<file path="config.mk">
export PLATFORM = sky130hd
export DESIGN_NAME = branch_resolve_pipe
export DESIGN_NICKNAME = d
export VERILOG_FILES = /design/src/rtl/branch_resolve_pipe.sv
export SDC_FILE = /design/constraint.sdc
export NUM_CORES = 1
export LEC_CHECK = 0
export ABC_AREA = 1
export ABC_CLOCK_PERIOD_IN_PS = 1700
export BUFFER_PORTS_ARGS = -buffer_cell sky130_fd_sc_hd__buf_4
export CAP_MARGIN = 20
export CORE_UTILIZATION = 37
export CTS_BUF_LIST = sky130_fd_sc_hd__clkbuf_16
export CTS_CLUSTER_SIZE = 28
export DETAILED_ROUTE_END_ITERATION = 8
export PLACE_DENSITY = 0.9
export SYNTH_ARGS = -nofsm -noshare
export SYNTH_HDL_FRONTEND = slang
export SYNTH_SLANG_ARGS = --single-unit
</file>
<file path="constraint.sdc">
create_clock -name clk -period 1.7 [get_ports clk]
set_clock_uncertainty 0.05 [all_clocks]
set_input_delay 0.34 -clock clk [delete_from_list [all_inputs] [get_ports clk]]
set_output_delay 0.34 -clock clk [all_outputs]
set_load 0.03 [all_outputs]
</file>
<file path="src/rtl/branch_resolve_pipe.sv">
// RV32I branch condition resolver behind a 1- or 2-stage valid/ready pipeline.
// Define BRANCH_STATS_EN to compile in the saturating total/taken statistics counters.
module branch_resolve_pipe #(
  parameter int XLEN   = 32,
  parameter int STAGES = 1,
  parameter int CNT_W  = 16
) (
  input  logic             clk,
  input  logic             rst_n,
  input  logic             in_valid,
  output logic             in_ready,
  input  logic [2:0]       funct3,
  input  logic [XLEN-1:0]  rs1,
  input  logic [XLEN-1:0]  rs2,
  input  logic             flush,
  output logic             out_valid,
  input  logic             out_ready,
  output logic             br_taken,
  output logic             br_eq,
  output logic             br_lt,
  output logic             illegal,
  output logic [CNT_W-1:0] total_cnt,
  output logic [CNT_W-1:0] taken_cnt
);

  typedef struct packed {
    logic taken;
    logic eq;
    logic lt;
    logic illegal;
  } res_t;

  function automatic res_t resolve(input logic [2:0] f3, input logic [XLEN-1:0] a,
                                   input logic [XLEN-1:0] b);
    res_t r;
    logic signed_cmp;
    signed_cmp = (f3 == 3'b100) || (f3 == 3'b101);
    r.eq       = (a == b);
    r.lt       = signed_cmp ? ($signed(a) < $signed(b)) : (a < b);
    r.taken    = 1'b0;
    r.illegal  = 1'b0;
    case (f3)
      3'b000:          r.taken = r.eq;
      3'b001:          r.taken = !r.eq;
      3'b100, 3'b110:  r.taken = r.lt;
      3'b101, 3'b111:  r.taken = !r.lt;
      default:         r.illegal = 1'b1;
    endcase
    return r;
  endfunction

  res_t            r_res;
  logic            r_out_valid;
  logic            w_out_free;
  logic            w_stage1_free;
  logic            w_src_valid;
  logic [2:0]      w_src_f3;
  logic [XLEN-1:0] w_src_a;
  logic [XLEN-1:0] w_src_b;

  assign w_out_free = !r_out_valid || out_ready;

  generate
    if (STAGES == 2) begin : g_two_stage
      logic            r_s1_valid;
      logic [2:0]      r_s1_f3;
      logic [XLEN-1:0] r_s1_a;
      logic [XLEN-1:0] r_s1_b;

      // Stage 1 can take a new request when empty or when it hands off to the result stage.
      assign w_stage1_free = !r_s1_valid || w_out_free;

      // NOTE: sequential state uses non-blocking assignments so every flop samples pre-edge values.
      always_ff @(posedge clk) begin
        if (!rst_n) begin
          r_s1_valid <= 1'b0;
          r_s1_f3    <= '0;
          r_s1_a     <= '0;
          r_s1_b     <= '0;
        end else if (flush) begin
          r_s1_valid <= 1'b0;
        end else if (w_stage1_free) begin
          r_s1_valid <= in_valid;
          if (in_valid) begin
            r_s1_f3 <= funct3;
            r_s1_a  <= rs1;
            r_s1_b  <= rs2;
          end
        end
      end

      assign w_src_valid = r_s1_valid;
      assign w_src_f3    = r_s1_f3;
      assign w_src_a     = r_s1_a;
      assign w_src_b     = r_s1_b;
    end else begin : g_one_stage
      assign w_stage1_free = w_out_free;
      assign w_src_valid   = in_valid;
      assign w_src_f3      = funct3;
      assign w_src_a       = rs1;
      assign w_src_b       = rs2;
    end
  endgenerate

  assign in_ready = rst_n && !flush && w_stage1_free;

  always_ff @(posedge clk) begin
    // NOTE: data registers are reset along with the valid bits so no stale result survives a reset.
    if (!rst_n) begin
      r_out_valid <= 1'b0;
      r_res       <= '0;
    end else if (flush) begin
      r_out_valid <= 1'b0;
    end else if (w_out_free) begin
      r_out_valid <= w_src_valid;
      if (w_src_valid) r_res <= resolve(w_src_f3, w_src_a, w_src_b);
    end
  end

  assign out_valid = r_out_valid;
  assign br_taken  = r_out_valid && r_res.taken;
  assign br_eq     = r_out_valid && r_res.eq;
  assign br_lt     = r_out_valid && r_res.lt;
  assign illegal   = r_out_valid && r_res.illegal;

`ifdef BRANCH_STATS_EN
  logic [CNT_W-1:0] r_total_cnt;
  logic [CNT_W-1:0] r_taken_cnt;
  logic             w_count;

  // A flushed handshake is not a delivery, so it is never counted.
  assign w_count = r_out_valid && out_ready && !flush && !r_res.illegal;

  always_ff @(posedge clk) begin
    if (!rst_n) begin
      r_total_cnt <= '0;
      r_taken_cnt <= '0;
    end else if (w_count) begin
      if (r_total_cnt != '1) r_total_cnt <= r_total_cnt + 1'b1;
      if (r_res.taken && (r_taken_cnt != '1)) r_taken_cnt <= r_taken_cnt + 1'b1;
    end
  end

  assign total_cnt = r_total_cnt;
  assign taken_cnt = r_taken_cnt;
`else
  assign total_cnt = '0;
  assign taken_cnt = '0;
`endif

endmodule

</file>
Yosys cells after proc, flatten, opt, wreduce, memory -nomap -nowiden

Index checks and enable logic that the tools add are counted.

Register bits: 5
Input bits: 72
Output and inout port bits: 38
Word-level logic and storage cells: 36

$lt $le $gt $ge: 2
Equal/unequal tests: 6
Mux-type cells: 3
Bitwise gates (word level): 2
Reductions and logical operators: 18

Operators with widths:

| cell                                                | count |
|---|---|
| < comparator 32 bit                                 | 2 |
| equality test 32 bit                                | 1 |
| equality test 3 bit, second input constant          | 4 |
| logical AND 1 bit                                   | 6 |
| OR reduction 2 bit                                  | 3 |
| OR reduction 6 bit                                  | 1 |
| logical NOT 1 bit                                   | 4 |
| one-hot mux 1 bit (4 select lines)                  | 1 |
| equality test 3 x 1 -> 1 bit, second input constant | 1 |
| logical NOT 3 bit                                   | 1 |
| AND reduction 3 bit                                 | 1 |
| logical OR 1 bit                                    | 2 |
| two-way mux 1 bit                                   | 2 |
| inverter 1 bit                                      | 2 |

Longest topological paths before layout

Gate-level depths: netlist (run 1).

Depth in word-level cells: 5
Mapped depth: 19
Gate-level depth less buffers: 19

Worst setup path after synthesis (run 1)

OpenSTA, ideal clock, no wires.

Kind: input -> register
From: in rs2[31]
To: reg r_res[3] in the netlist's numbering
Library setup time: 0.114 ns
Data arrival time: 1.489 ns
Data required time: 1.536 ns
Setup slack: 0.048 ns
Stages on the path: 13
Buffers on the path: 0
Path through: inv_1 > ha_1 > nand2_2 > nor2_4 > nand2_2 > nor2_2 > nand2_1 > o21ai_0 > a21oi_1 > inv_1 > nand3_1 > nand2_1 > a21oi_2

Word-level cells in the longest chain between the ends: 4

RTL lines:

| what                                   | line | text |
|---|---|---|
| from (decl)                            | 14   | `input logic [XLEN-1:0] rs2,` |
| < comparator 32 bit                    | 39   | `r.lt = signed_cmp ? ($signed(a) < $signed(b)) : (a < b);` |
| two-way mux 1 bit                      | 39   |  |
| logical NOT 1 bit                      | 46   | `3'b101, 3'b111: r.taken = !r.lt;` |
| one-hot mux 1 bit (4 select lines) (*) | 42   | `case (f3)` |
| to (signal assigned)                   | 116  | `if (w_src_valid) r_res <= resolve(w_src_f3, w_src_a, w_src_b);` |
| to (decl)                              | 52   | `res_t r_res;` |

Mark *: on every way between the ends. The rest lies on a longest branch, timed or not.
A chain may end at the register's enable or synchronous reset.

Worst setup path after layout (run 1)

From: in rs2[9]
To: reg r_res[3] in the netlist's numbering

Same word-level chain as after synthesis.

==> flow_metrics.env, run 1 <==
export IMPL_grt_overflow=0
export IMPL_final_core_util_pct=65.14
export IMPL_cts_htree_levels=1
export IMPL_worstPathMaxFanout=2
export IMPL_worstSetupPathType="input pin to register"
export IMPL_grt_pass1_wl_mm=4.974
export IMPL_dieArea_um2=4072
export IMPL_final_common_cell="buf_4"
export IMPL_end_kind="register"
export IMPL_core_area_um2=3661
export IMPL_cap_violations=0
export IMPL_syn_cell_area_um2=1414
export IMPL_root_buffer="clkbuf_16"
export IMPL_fin_total_pwr_w=0.001103
export IMPL_clockBufferDepth=2
export IMPL_initial_core_util_pct=38.62
export IMPL_start_kind="input pin"
export IMPL_rows=22
export IMPL_clk_pin_slew_ps=30
export IMPL_grt_pass1_vias=1336
export IMPL_syn_area_per_cell_um2=6.256
export IMPL_die_w_um=63.82
export IMPL_finalHoldViolations=0
export IMPL_grt_usage_pct=14.81
export IMPL_dpl_cell_area_um2=1958
export IMPL_ys_ff_latch=5
export IMPL_gp_congestion=0.8048
export IMPL_route_detailed_drc=0
export IMPL_final_area_um2=2385
export IMPL_vdd_drop_max_mv=0.2656
export IMPL_setup_violations=0
export IMPL_drt_iter0_markers=29
export IMPL_rsz0062_at_grt="true"
export IMPL_grt_max_degree=7
export IMPL_cts_tree="done"
export IMPL_drt_pass1_iter_count=4
export IMPL_final_cell_mix="76 x buf_4, 41 x inv_1, 34 x nand2_1, 32 x conb_1, 18 x ha_4"
export IMPL_holdWs_ps=295.1
export IMPL_netlist_instances=226
export IMPL_dp_hpwl_mm=2.691
export IMPL_vias=1537
export IMPL_post_drt_wl_per_cell_um=10.15
export IMPL_diodes=0
export IMPL_totalWireLength_mm=3.634
export IMPL_grt_antenna_before_repair=0
export IMPL_p_leak_nw=1.320
export IMPL_ioPinCount=110
export IMPL_die_h_um=63.82
export IMPL_hp_class="input pin to register"
export IMPL_period_share_pct=98.81
export IMPL_place_port_buffers=77
export IMPL_post_cts_buffers=0
export IMPL_yosysSeqAreaShare_pct=7.080
export IMPL_routed_via_density=4.293
export IMPL_p_per_area_nw_per_um2=462.4
export IMPL_r2r_cells=6
export IMPL_numCtsBuffers=3
export IMPL_drv_slew=0
export IMPL_yosysWarningCount=0
export IMPL_cts_sinks=5
export IMPL_critPathRequiredTime_ps=1770
export IMPL_status="finished, final reports clean"
export IMPL_final_nets=415
export IMPL_cp_arrival_ps=1750
export IMPL_ant_nets=0
export IMPL_synthDistinctLibCells=20
export IMPL_min_path_cells=3
export IMPL_cts_hold_fix_buffers=0
export IMPL_drive_gt1_share_pct=48.39
export IMPL_fmax_mhz=595.3
export IMPL_area_growth_syn_to_layout_pct=68.67
export IMPL_clk_latency_ps=230
export IMPL_fin_crit_ps=1680
path summary, 6_finish.rpt:
kind	startpoint	end	slack (ps)
max reg2reg	out_valid$_SDFFE_PP0P_	r_res[2]$_SDFFE_PN0P_	410
min	in_valid	out_valid$_SDFFE_PP0P_	300
min reg2reg	r_res[3]$_SDFFE_PN0P_	r_res[3]$_SDFFE_PN0P_	470
max	rs2[9]	r_res[3]$_SDFFE_PN0P_	20
through the flow:
step | worst slack, ps | setup TNS [ps] | instances
2_1_floorplan | 47.60 | 0 | 257
4_1_cts | 7.196 | 0 | 358
5_1_grt | -120.9 | -174.2 | 358
3_3_place_gp | -163.3 | -272.1 | 354
6_report | 20.20 | 0 | 358
3_5_place_dp | -187.7 | -342.0 | 354
cells in the mapped netlist, drive strengths merged:
| cell type | count | area (µm²) |
|---|---|---|
| o21ai | 6 | 30.03 |
| ha | 32 | 400.4 |
| nand2 | 47 | 181.4 |
| nand3 | 4 | 20.02 |
| buf | 32 | 240.2 |
| a21oi | 18 | 93.84 |
| dfxtp | 5 | 100.1 |
| nor3 | 2 | 10.01 |
| conb | 1 | 3.750 |
| nand4 | 2 | 18.77 |
| a21o | 1 | 7.510 |
| nor2 | 20 | 87.58 |
| or2 | 1 | 6.260 |
| o21a | 2 | 15.01 |
| inv | 53 | 198.9 |
area by class of cell:
type | count | area, µm²
multi-input combinational | 167 | 1313
fill | 316 | 1276
timing repair buffer | 81 | 626.9
inverter | 53 | 206.4
sequential | 5 | 100.1
clock buffer | 3 | 75.07
tap | 48 | 60.06
clock inverter | 1 | 3.754
report_power, final:
group | switching [W] | leakage (nW) | internal, W
logic | 0.000317 | 1.24 | 0.000274
registers | 0.00000461 | 0.0411 | 0.000125
clock network | 0.0000778 | 0.0423 | 0.000305
kinds of logic after synthesis:
group | Yosys count | synth area share, %
AO/OA/AOI/OAI | 27 | 10.35
adder cells (fa/ha/maj) | 32 | 28.32
AND/OR/NAND/NOR | 76 | 22.92
other | 1 | 0.2652
flip-flops | 5 | 7.080
buffers and inverters | 85 | 31.06
what timing repair did:
action | CTS | global route
endpoints found under the setup margin | 0 | 2
resized for setup | 0 | 72
endpoints found under the hold margin | 0 | 0
registers in the layout, indices dropped and copies added, names as in the netlist:
name,flops
out_valid,1
r_res,4
critical path, cell delays in order:
cell and delay (ps):
buf_4 110, inv_2 60, ha_4 190, nand2_1 70, nand2_1 60, nand3_1 90
nand2_1 90, a21oi_2 120, nand2_1 70, nand2_1 90, nand2_1 70, nand2_2 70
nand2_2 60, nand2_1 60, nand3_1 60, nand2_1 90, a21oi_2 60
per-layer routing:
layer / routed length [µm] / part of all wire (%) / GRT usage [%]
met4: 15 / 0.41 / 4.261
met5: 0 / 0 / 0
met2: 2175 / 60 / 29.52
met3: 185 / 5.1 / 2.321
met1: 1257 / 35 / 15.57
Note: power is estimated with default switching activity, not from simulation.
==> run 2: changes to the inputs <==
--- a/config.mk
+++ b/config.mk
@@ -13,6 +13,7 @@
 export CTS_BUF_LIST = sky130_fd_sc_hd__clkbuf_16
 export CTS_CLUSTER_SIZE = 28
 export DETAILED_ROUTE_END_ITERATION = 8
+export GPL_TIMING_DRIVEN = 0
 export PLACE_DENSITY = 0.9
 export SYNTH_ARGS = -nofsm -noshare
 export SYNTH_HDL_FRONTEND = slang
==> run 2 against run 1 <==
Worst hold slack lost 8.5 ps; sequential cell count is the same; global-route usage grew 0.37 points; routed wire length up 8.9%; die area unchanged; non-clock buffer count up 28; utilization rose by 6.3 points; via count increased by 6.0%; largest power group unchanged.
==> flow_metrics.env, run 2 (same netlist as run 1, synthesis figures left out) <==
export IMPL_status="finished, final reports clean"
export IMPL_min_path_cells=3
export IMPL_grt_pass1_wl_mm=4.981
export IMPL_largest_register_ffs=4
export IMPL_numCtsBuffers=3
export IMPL_clk_pin_slew_ps=30
export IMPL_area_growth_syn_to_layout_pct=84.87
export IMPL_gp_congestion=0.8375
export IMPL_clockBufferDepth=2
export IMPL_grt_usage_pct=15.19
export IMPL_route_detailed_drc=0
export IMPL_layout_cells_non_filler=386
export IMPL_final_cell_mix="101 x buf_4, 43 x inv_1, 35 x nand2_1, 32 x conb_1, 20 x ha_4"
export IMPL_final_common_cell="buf_4"
export IMPL_vdd_drop_max_mv=0.3361
export IMPL_final_critical_path_setup_slack_ps=45.79
export IMPL_vias=1629
export IMPL_grt_overflow=0
export IMPL_p_leak_nw=1.483
export IMPL_period_share_pct=97.31
export IMPL_cts_sinks=5
export IMPL_totalWireLength_mm=3.958
export IMPL_post_place_ws_ps=-223.3
export IMPL_start_kind="input pin"
export IMPL_rsz0062_at_grt="true"
export IMPL_place_port_buffers=77
export IMPL_grt_pass1_vias=1365
export IMPL_ioPinCount=110
export IMPL_post_cts_buffers=0
export IMPL_fmax_mhz=604.5
export IMPL_p_clk_share_pct=32.9
export IMPL_worstPathMaxFanout=2
export IMPL_die_w_um=63.82
export IMPL_grt_max_degree=7
export IMPL_die_h_um=63.82
export IMPL_dp_cells=382
export IMPL_drt_pass1_iter_count=4
export IMPL_r2r_cells=6
export IMPL_cts_hold_fix_buffers=0
export IMPL_drt_iter0_markers=35
export IMPL_finalHoldViolations=0
export IMPL_hp_class="input pin to register"
export IMPL_clk_latency_ps=230
export IMPL_top_register="r_res"
export IMPL_setup_violations=0
export IMPL_worstSetupPathType="input pin to register"
export IMPL_end_kind="register"
export IMPL_power_frac_comb_pct=55.9
export IMPL_post_drt_wl_per_cell_um=10.25
export IMPL_fin_crit_ps=1654
export IMPL_cts_tree="done"
export IMPL_final_nets=443
export IMPL_internal_power_w=0.0007475
export IMPL_seqPwrFrac_pct=11.3
export IMPL_cts_htree_levels=1
export IMPL_critPathRequiredTime_ps=1810
export IMPL_diodes=0
export IMPL_dieArea_um2=4072
export IMPL_max_slew_margin_rel_pct=60.93
export IMPL_cp_arrival_ps=1770
export IMPL_dp_hpwl_mm=2.809
export IMPL_core_area_um2=3661
export IMPL_initial_core_util_pct=38.62
export IMPL_drive_gt1_share_pct=50.89
export IMPL_p_per_area_nw_per_um2=440.3
export IMPL_drv_slew=0
export IMPL_switching_share_pct=35.05
export IMPL_worst_pin_slew_ps=581.6
export IMPL_routed_via_density=4.220
export IMPL_p_sw_w=0.0004034
export IMPL_rows=22
export IMPL_grt_antenna_before_repair=0
export IMPL_ant_nets=0
export IMPL_cap_violations=0
export IMPL_root_buffer="clkbuf_16"
## run 2: path summary, 6_finish.rpt
kind,startpoint,to,slack [ps]
worst max-delay path,rs2[9],r_res[3]$_SDFFE_PN0P_,50
worst min-delay path,in_valid,out_valid$_SDFFE_PP0P_,290
worst max register to register,out_valid$_SDFFE_PP0P_,r_res[1]$_SDFFE_PN0P_,190
worst min register to register,r_res[3]$_SDFFE_PN0P_,r_res[3]$_SDFFE_PN0P_,430
## run 2: layout make-up
class                   count  area (µm²)
multi-input cells         167        1320
clock inverters             1       3.754
well taps                  48       60.06
fillers                   292        1047
repair buffers             77       608.1
plain buffers              32       240.2
clock buffers               3       75.07
inverters                  53       206.4
flip-flops and latches      5       100.1
## run 2: routing by layer
layer / up-vias / global-route usage [%] / share of wire [%]
met5: - / 0 / 0
met4: 0 / 5.114 / 1.3
met3: 4 / 4.107 / 5.9
met2: 69 / 30.72 / 57
met1: 700 / 14.29 / 36
li1: 856 / - / -
## run 2: per-stage QoR
stage / hold WS, ps / total power, W / util, % / TNS (ps) / area [µm²]
floorplan: 407.0 / 0.0004652 / - / 0 / 1530
global placement: 417.4 / 0.0006226 / 59.23 / -321.3 / 2168
detailed placement: 427.0 / 0.0006352 / 59.23 / -383.1 / 2168
CTS: 283.3 / 0.001026 / 61.72 / 0 / 2260
global route: 299.4 / 0.001233 / 71.39 / -154.3 / 2614
finish: 286.6 / 0.001151 / 71.39 / 0 / 2614
## run 2: repair_timing
action                                  4_1_cts  5_1_grt
pin swaps                                     0       30
endpoints found under the setup margin        1        2
gates resized for setup                       1       67
endpoints found under the hold margin         0        0
## run 2: power by group through the flow
stage | Clock, W | Combinational [W] | Sequential (W)
after CTS | 0.000387 | 0.000509 | 0.000130
after detailed placement | 0 | 0.000504 | 0.000131
after global placement | 0 | 0.000492 | 0.000131
after floorplan | 0 | 0.000333 | 0.000132
after global routing | 0.000401 | 0.000701 | 0.000131
final | 0.000378 | 0.000643 | 0.000130
## run 2: critical path, stage by stage
cell     delay, ps
buf_4          110
inv_1           80
ha_4           210
nand2_1         60
nand2_1         50
nand3_1         70
nand2_1         80
a21oi_2        120
nand2_1         70
nand2_1         80
nand3_1         80
nand2_1         90
nand2_1         60
nand3_1         70
nand2_1         70
a21oi_2        150
